--- src/rtl/fft8_frame_ctrl.sv ---
// Frame sequencer around a combinational 8-point FFT core: serial fill, settle, capture, serial drain.
// Build macro FFT8_FRAME_CTRL_PINGPONG_EN adds a second frame bank so filling overlaps processing.
module fft8_frame_ctrl #(
    parameter int unsigned DW     = 32,
    parameter int unsigned SETTLE = 2
) (
    input  logic            clk,
    input  logic            rst_n,
    input  logic [DW-1:0]   in_data,
    input  logic            in_valid,
    output logic            in_ready,
    input  logic            flush,
    output logic [8*DW-1:0] fft_x,
    input  logic [8*DW-1:0] fft_xr,
    input  logic [8*DW-1:0] fft_xi,
    output logic [DW-1:0]   out_re,
    output logic [DW-1:0]   out_im,
    output logic [2:0]      out_idx,
    output logic            out_last,
    output logic            out_valid,
    input  logic            out_ready,
    output logic            busy,
    output logic [15:0]     frame_cnt
);
    typedef enum logic [1:0] {S_FILL, S_SETTLE, S_CAPTURE, S_DRAIN} state_t;

    localparam logic [3:0] SETTLE_LOAD = 4'(SETTLE - 1);

    state_t        state_q;
    logic [2:0]    fill_cnt_q;
    logic [2:0]    idx_q;
    logic [3:0]    settle_q;
    logic          in_ready_q;
    logic          out_valid_q;
    logic [15:0]   frame_cnt_q;
    logic [DW-1:0] res_re_q [8];
    logic [DW-1:0] res_im_q [8];
    logic          acc_in;
    logic          acc_out;

`ifdef FFT8_FRAME_CTRL_PINGPONG_EN
    logic [DW-1:0] bank_q [2][8];
    logic          cur_q;
    logic          pend_q;
    logic          wr_bank;

    // In FILL the bank in flight is the one being filled; otherwise samples go to the idle bank.
    assign wr_bank = (state_q == S_FILL) ? cur_q : ~cur_q;
`else
    logic [DW-1:0] frame_q [8];
`endif

    assign acc_in  = in_valid & in_ready_q & ~flush;
    assign acc_out = out_valid_q & out_ready & ~flush;

    always_ff @(posedge clk or negedge rst_n) begin
        if (!rst_n) begin
            state_q     <= S_FILL;
            fill_cnt_q  <= '0;
            idx_q       <= '0;
            settle_q    <= '0;
            in_ready_q  <= 1'b0;
            out_valid_q <= 1'b0;
            frame_cnt_q <= '0;
            for (int unsigned k = 0; k < 8; k++) begin
                res_re_q[k] <= '0;
                res_im_q[k] <= '0;
`ifdef FFT8_FRAME_CTRL_PINGPONG_EN
                bank_q[0][k] <= '0;
                bank_q[1][k] <= '0;
`else
                frame_q[k]   <= '0;
`endif
            end
`ifdef FFT8_FRAME_CTRL_PINGPONG_EN
            cur_q  <= 1'b0;
            pend_q <= 1'b0;
`endif
        end else if (flush) begin
            state_q     <= S_FILL;
            fill_cnt_q  <= '0;
            idx_q       <= '0;
            in_ready_q  <= 1'b1;
            out_valid_q <= 1'b0;
`ifdef FFT8_FRAME_CTRL_PINGPONG_EN
            cur_q  <= 1'b0;
            pend_q <= 1'b0;
            for (int unsigned k = 0; k < 8; k++) begin
                bank_q[0][k] <= '0;
                bank_q[1][k] <= '0;
            end
`endif
        end else begin
            if (acc_in) begin
`ifdef FFT8_FRAME_CTRL_PINGPONG_EN
                bank_q[wr_bank][fill_cnt_q] <= in_data;
                if (state_q != S_FILL && fill_cnt_q == 3'd7) begin
                    pend_q     <= 1'b1;
                    in_ready_q <= 1'b0;
                end
`else
                frame_q[fill_cnt_q] <= in_data;
`endif
                fill_cnt_q <= fill_cnt_q + 3'd1;
            end
            unique case (state_q)
                S_FILL: begin
                    in_ready_q <= 1'b1;
                    if (acc_in && fill_cnt_q == 3'd7) begin
                        state_q  <= S_SETTLE;
                        settle_q <= SETTLE_LOAD;
`ifndef FFT8_FRAME_CTRL_PINGPONG_EN
                        in_ready_q <= 1'b0;
`endif
                    end
                end
                S_SETTLE: begin
                    if (settle_q == 4'd0) state_q <= S_CAPTURE;
                    else                  settle_q <= settle_q - 4'd1;
                end
                S_CAPTURE: begin
                    for (int unsigned k = 0; k < 8; k++) begin
                        res_re_q[k] <= fft_xr[k*DW +: DW];
                        res_im_q[k] <= fft_xi[k*DW +: DW];
                    end
                    idx_q       <= '0;
                    out_valid_q <= 1'b1;
                    state_q     <= S_DRAIN;
                end
                S_DRAIN: begin
                    if (acc_out) begin
                        idx_q <= idx_q + 3'd1;
                        if (idx_q == 3'd7) begin
                            out_valid_q <= 1'b0;
                            frame_cnt_q <= frame_cnt_q + 16'd1;
                            in_ready_q  <= 1'b1;
`ifdef FFT8_FRAME_CTRL_PINGPONG_EN
                            // Swap banks; a complete idle bank goes straight to SETTLE, a partial one keeps filling.
                            cur_q  <= ~cur_q;
                            pend_q <= 1'b0;
                            if (pend_q || (acc_in && fill_cnt_q == 3'd7)) begin
                                state_q  <= S_SETTLE;
                                settle_q <= SETTLE_LOAD;
                            end else begin
                                state_q <= S_FILL;
                            end
`else
                            state_q <= S_FILL;
`endif
                        end
                    end
                end
                default: state_q <= S_FILL;
            endcase
        end
    end

    always_comb begin
        fft_x = '0;
        for (int unsigned k = 0; k < 8; k++) begin
`ifdef FFT8_FRAME_CTRL_PINGPONG_EN
            fft_x[k*DW +: DW] = bank_q[cur_q][k];
`else
            fft_x[k*DW +: DW] = frame_q[k];
`endif
        end
    end

    assign in_ready  = in_ready_q;
    assign out_valid = out_valid_q;
    assign out_re    = res_re_q[idx_q];
    assign out_im    = res_im_q[idx_q];
    assign out_idx   = idx_q;
    assign out_last  = out_valid_q & (idx_q == 3'd7);
    assign busy      = (state_q != S_FILL) | (fill_cnt_q != 3'd0);
    assign frame_cnt = frame_cnt_q;

endmodule
--- config.mk ---
export PLATFORM = sky130hd
export DESIGN_NAME = fft8_frame_ctrl
export DESIGN_NICKNAME = d
export VERILOG_FILES = /design/src/rtl/fft8_frame_ctrl.sv
export SDC_FILE = /design/constraint.sdc
export NUM_CORES = 1
export LEC_CHECK = 0
export ABC_AREA = 1
export BUFFER_PORTS_ARGS = -buffer_cell sky130_fd_sc_hd__buf_2
export CORE_AREA = 5 5 346 348
export CTS_BUF_LIST = sky130_fd_sc_hd__clkbuf_16
export DETAILED_ROUTE_END_ITERATION = 8
export DIE_AREA = 0 0 351 353
export GPL_TIMING_DRIVEN = 0
export HOLD_SLACK_MARGIN = 0.03
export PLACE_DENSITY_LB_ADDON = 0.3
export SLEW_MARGIN = 20
export SYNTH_ARGS = -nofsm -noshare
export SYNTH_HDL_FRONTEND = slang
export SYNTH_SLANG_ARGS = --single-unit
--- constraint.sdc ---
create_clock -name clk -period 3.55 [get_ports clk]
set_input_delay 1.065 -clock clk [delete_from_list [all_inputs] [get_ports clk]]
set_output_delay 1.065 -clock clk [all_outputs]
set_load 0.02 [all_outputs]
# After elaboration in Yosys (flattened, before gate mapping)
# Index checks and enable logic that the tools add are counted.
[word_totals]
ff_bits = 798
input_bits = 549
output_inout_bits = 343
wordCells = 108
[classes]
addsub = 4
n_lt_le_gt_ge = 3
eq_ne = 11
mux = 32
bitwise = 9
reduce_logical = 18
[op_table]
columns = ["cell", "n"]
rows = [
  ["256-bit bitwise mux", 1],
  ["32-bit binary-select mux with 3-bit select", 2],
  ["32-bit two-way mux", 5],
  ["32-bit demux with 3-bit select", 1],
  ["16-bit by 1-bit adder with 16-bit output, second input constant", 1],
  ["3-bit two-way mux", 4],
  ["3-bit != test, second input constant", 4],
  ["4-bit AND reduction", 3],
  ["2-bit two-way mux", 5],
  ["3-bit nonzero test", 3],
  ["4-bit greater-or-equal comparator, second input constant", 2],
  ["4-bit two-way mux", 2],
  ["3-bit inverter with 4-bit output", 2],
  ["2-bit case mux with 4 select lines", 1],
  ["4-bit case mux with 2 select lines", 1],
  ["1-bit two-way mux", 7],
  ["3-bit by 1-bit adder with 3-bit output, second input constant", 2],
  ["3-bit == test, second input constant", 2],
  ["3-bit case mux with 2 select lines", 1],
  ["2-bit AND reduction", 3],
  ["3-bit AND reduction", 2],
  ["2-bit nonzero test", 3],
  ["1-bit AND", 5],
  ["2-bit == test, second input constant", 2],
  ["other kinds (10)", 13],
]

# Depth between registers and ports, before layout
[depth]
ltp_word = 6
ltp_mapped = 10
ltp_nobuf = 10

# Worst setup path after synthesis
# Ideal clock, no wire load.
[synth_timing]
path_kind = "register -> output"
start = "register idx_q[0] (netlist: out_idx[0])"
end = "output port out_im[24]"
arrival_ns = 1.482
required_time_ns = 2.485
path_slack_ns = 1.003
path_stages_with_launch = 9
path_buffers = 3
path_cell_list = "dfrtp_1 -> buf_6 -> inv_2 -> buf_4 -> buf_2 -> nor2_1 -> o22ai_1 -> nand2_1 -> nand2_1"
[synth_via]
elab_chain_len = 4
[synth_rtl]
columns = ["element", "line_no", "text"]
rows = [
  ["start, declared", "31", "logic [2:0] idx_q;"],
  ["start signal, assigned", "132", "idx_q <= idx_q + 3'd1;"],
  ["3-bit inverter with 4-bit output (implied by the code)", "172", "assign out_im = res_im_q[idx_q];"],
  ["32-bit binary-select mux with 3-bit select", "172", ""],
  ["32-bit two-way mux (implied by the code) (2 in series)", "172", ""],
  ["end, declared", "17", "output logic [DW-1:0] out_im,"],
]
# No other way between the ends. The select of a mux whose other input is x is not followed.

# Worst setup path after layout
[layout_timing]
start = "register idx_q[0] (netlist: out_idx[0])"
end = "output port out_re[27]"
[layout_via]
elab_chain_len = 4
[layout_rtl]
columns = ["element", "line_no", "text"]
rows = [
  ["3-bit inverter with 4-bit output (implied by the code)", "171", "assign out_re = res_re_q[idx_q];"],
  ["32-bit binary-select mux with 3-bit select", "171", ""],
  ["32-bit two-way mux (implied by the code) (2 in series)", "171", ""],
  ["end, declared", "16", "output logic [DW-1:0] out_re,"],
]
# No other way between the ends. The select of a mux whose other input is x is not followed.

==> qor.yml <==
min_path:
  holdCritPathClass: "input port to async pin"
critical_path:
  cp_cell_sequence: "buf_12, inv_16, buf_16, buf_16, buf_8, o21ai_2, o22ai_1, nand2_1, nand2_1, buf_6"
  critical-path-top-delay-family: "buffers and inverters"
  critical_path.slowest_cell: "dfrtp_2"
  timing.critical_path.arrival_ns: 2.46
  timing.critical_path.from_type: "flip-flop"
  cp_bufs_invs: 6
  cp-end-kind: "output port"
  critPathRequiredTime_ns: 2.48
  cp_slowest_stage_delay_ns: 0.45
  path_max_fanout: 7
  crit_type: "flip-flop to output port"
placement:
  post_dp_cell_area_um2: 41000
  dpl.hpwl_um: 116000
  placement.setup.worst_slack_ns: -0.360
  place.gp.congestion: 0.936
  dpl.cell_count: 5526
  placement.io_buffers: 891
clock_network:
  ctsRootBufferMaster: "clkbuf_16"
  worst_setup_hold_path_clk_slew_ns: 0.06
  cts_hold_buffers: 0
  cts_max_level: 3
  total_clock_buffers_created_by_cts: 91
  worstSkewPairLatency_ns: 0.66
  cts_max_path_buffers: 3
  cts_tree: "built"
  clock_sinks: 798
pwr:
  p_leak_nw: 22.4
  total_power_mw: 36.3
  vdd.ir_drop.worst_mv: 0.503
  power.density_nw_per_um2: 793
synth:
  synth_edf_count: 0
  ys_warn_count: 0
  combinational_family_with_the_most_area_after_synthesis: "multiplexers"
  synthDominantAreaCellType: "dfrtp_1"
  synth_top_cells_by_area: "dfrtp_1, mux2_2, o21ai_0"
  synth-async-reset-ratio_pct: 100
  synthAdderAreaFrac_pct: 0.437
  syn_avg_cell_area_um2: 11.1
  yosys.area.top_type_share_pct: 58.1
  synth_compound_area_share_pct: 10.1
  yosysSeqAreaShare_pct: 58.1
  syn_inst: 3104
  syn_nets: 3665
  synthXorXnorAreaFrac_pct: 0.204
  mappedNetlistArea_um2: 34400
  postSynthRegisterBits: 798
  synth_mux_area_share_pct: 16.8
  netlist-cell-type-count: 34
  ys_dominant_reg_cell: "dfrtp_1"
  fraction_of_the_mapped_netlist_area_in_simple_logic_gates_pct: 9.82
sta:
  finalWorstPathRequiredPeriod_ns: 3.52
  totalNegativeSetupSlack_ns: 0
  setup_viol_count_final: 0
  achievable-frequency_mhz: 284
  max_slew.worst_pin.slew_ns: 0.768
  timing.final.crit_share_pct: 99.3
  setup_repair_after_global_routing_missed_its_margin: "true"
  postLayoutSetupSlackWorst_ns: 0.0252
  timing_hold_violations_final: 0
  fin_worst_hold_slack_ns: 0.273
  timing.clock.skew_ns: 0.0475
  final_max_slew_viol_count: 0
  slew-limit-headroom_pct: 48.8
final_layout:
  layout.nets: 4673
  area_delta_synth_final_pct: 33.2
  stdcell_count: 5764
  fraction_of_layout_instances_using_a_drive_strength_above_1_pct: 45.3
  layout.cell_area.non_filler_um2: 45800
  layout.core_utilization_pct: 39.5
route:
  via_count: 28766
  routed_wirelength_normalized_by_instance_count_um: 26.2
  remaining_drc_errors: 0
  drt_wl_total_um: 151000
  first_iter_violations: 1831
  antenna_violating_nets_post_route: 0
  via_density_per_instance: 4.99
  initial_drt_pass_iterations: 5
global_routing:
  largest_net_degree_at_the_start_of_global_routing: 128
  globalRouteOverflowTotal: 0
  grt_pass1_vias: 29343
  antenna_violations_before_repair: 89
  wire_length_of_the_first_global_routing_pass_um: 211000
  track_usage_pct: 23.4
run_status:
  outcome: "finished clean"
die:
  core_um2: 116000
  die_width_um: 351
  die_area_um2: 124000
  floorplan.rows: 125
  initial_core_util_pct: 29.7
  boundaryPins: 892
  die_height_um: 353
job:
  maxCapViolCount: 0
## synthesized netlist by cell type, types with 3 or more instances
library cell  number
buf_1              3
buf_2             61
buf_4             19
buf_6             54
clkbuf_1          66
dfrtp_1          798
ha_1              12
inv_1             60
mux2_2           512
nand2_1          522
nand3_1           16
nand3_4            5
nand4_1            5
nand4_4            3
nor2_1           279
o21ai_0          396
o21ai_1          135
o22ai_1          128
xnor2_1            3
xor2_1             5
## timing repair
action                     4_1_cts  5_1_grt
pin swaps                       25       66
setup buffers                    8        2
cloned                           2        8
resized for setup              299      165
setup endpoints to repair       64       60
## worst register-to-register path: stages, from the launching register on
cell      delay [ns]
dfrtp_2         0.42
buf_4           0.20
buf_4           0.17
ha_1            0.15
ha_1            0.23
inv_1           0.06
nor2_1          0.18
nand2_4         0.17
clkinv_2        0.16
nand2_2         0.09
nor2_2          0.16
xor2_1          0.15
## cell families after synthesis
logic type,count (synthesis)
AO/OA/AOI/OAI,662
XOR/XNOR,8
adder cells (fa/ha/maj),12
buffers and inverters,270
flip-flops,798
multiplexers,512
AND/OR/NAND/NOR,842
## final cells by class
type	instances	area, µm²
Fill cell	11487	70100
Sequential cell	798	20000
Multi-Input combinational cell	2036	13400
Timing Repair Buffer	918	5320
Clock buffer	91	2280
Tap cell	1524	1910
Buffer	202	1800
Clock inverter	76	746
Inverter	65	269
Antenna cell	54	135
## metal layers
metal	track usage [%]	up-vias	share of wire (%)
met5	0	-	0.22
met4	9.47	48	4.0
met3	7.15	314	9.1
met2	39.3	1194	48
met1	27.9	14520	38
li1	-	12690	-
## where the power goes
| group | total, mW | leakage (nW) | switching, mW | internal (mW) |
|---|---|---|---|---|
| sequential | 14.9 | 9.96 | 2.05 | 12.9 |
| combinational | 11.8 | 10.8 | 6.18 | 5.57 |
| clock | 9.68 | 1.56 | 4.05 | 5.63 |
## sequential cells by signal (all words and copies together) (netlist names)
register,count
fft_x,256
res_im_q,256
res_re_q,256
frame_cnt,16
settle_q,4
fill_cnt_q,3
out_idx,3
state_q,2
in_ready,1
out_valid,1
## layout by cell type, fill, tap and decap left out, types with 16 or more instances in the layout
cell type,synthesis,routed
buf_2,61,875
buf_4,19,41
buf_6,54,100
clkbuf_1,66,16
clkbuf_16,0,100
clkbuf_2,2,25
clkbuf_4,0,16
clkinv_1,0,19
clkinv_2,1,17
dfrtp_1,798,796
diode_2,0,54
inv_1,60,78
mux2_2,512,512
nand2_1,522,478
nand2_2,2,46
nand3_1,16,16
nor2_1,279,262
o21ai_0,396,350
o21ai_1,135,160
o21ai_2,0,21
o22ai_1,128,85
o22ai_2,0,42
## final timing paths
| check | start | endpoint | slack (ns) | depth (start not counted) |
|---|---|---|---|---|
| worst max register to register | out_idx[0] | frame_cnt[7] | 1.35 | 11 |
| max in group asynchronous | rst_n | fft_x[149] | 1.70 | 3 |
| worst max-delay path | out_idx[0] | out_re[27] | 0.03 | 10 |
| worst min register to register | fft_x[74] | fft_x[74] | 0.48 | 2 |
| min in group clk | fft_x[74] | fft_x[74] | 0.48 | 2 |
| worst min-delay path | rst_n | res_im_q[187] | 0.27 | 1 |
Power figures use the tool's default switching activity.
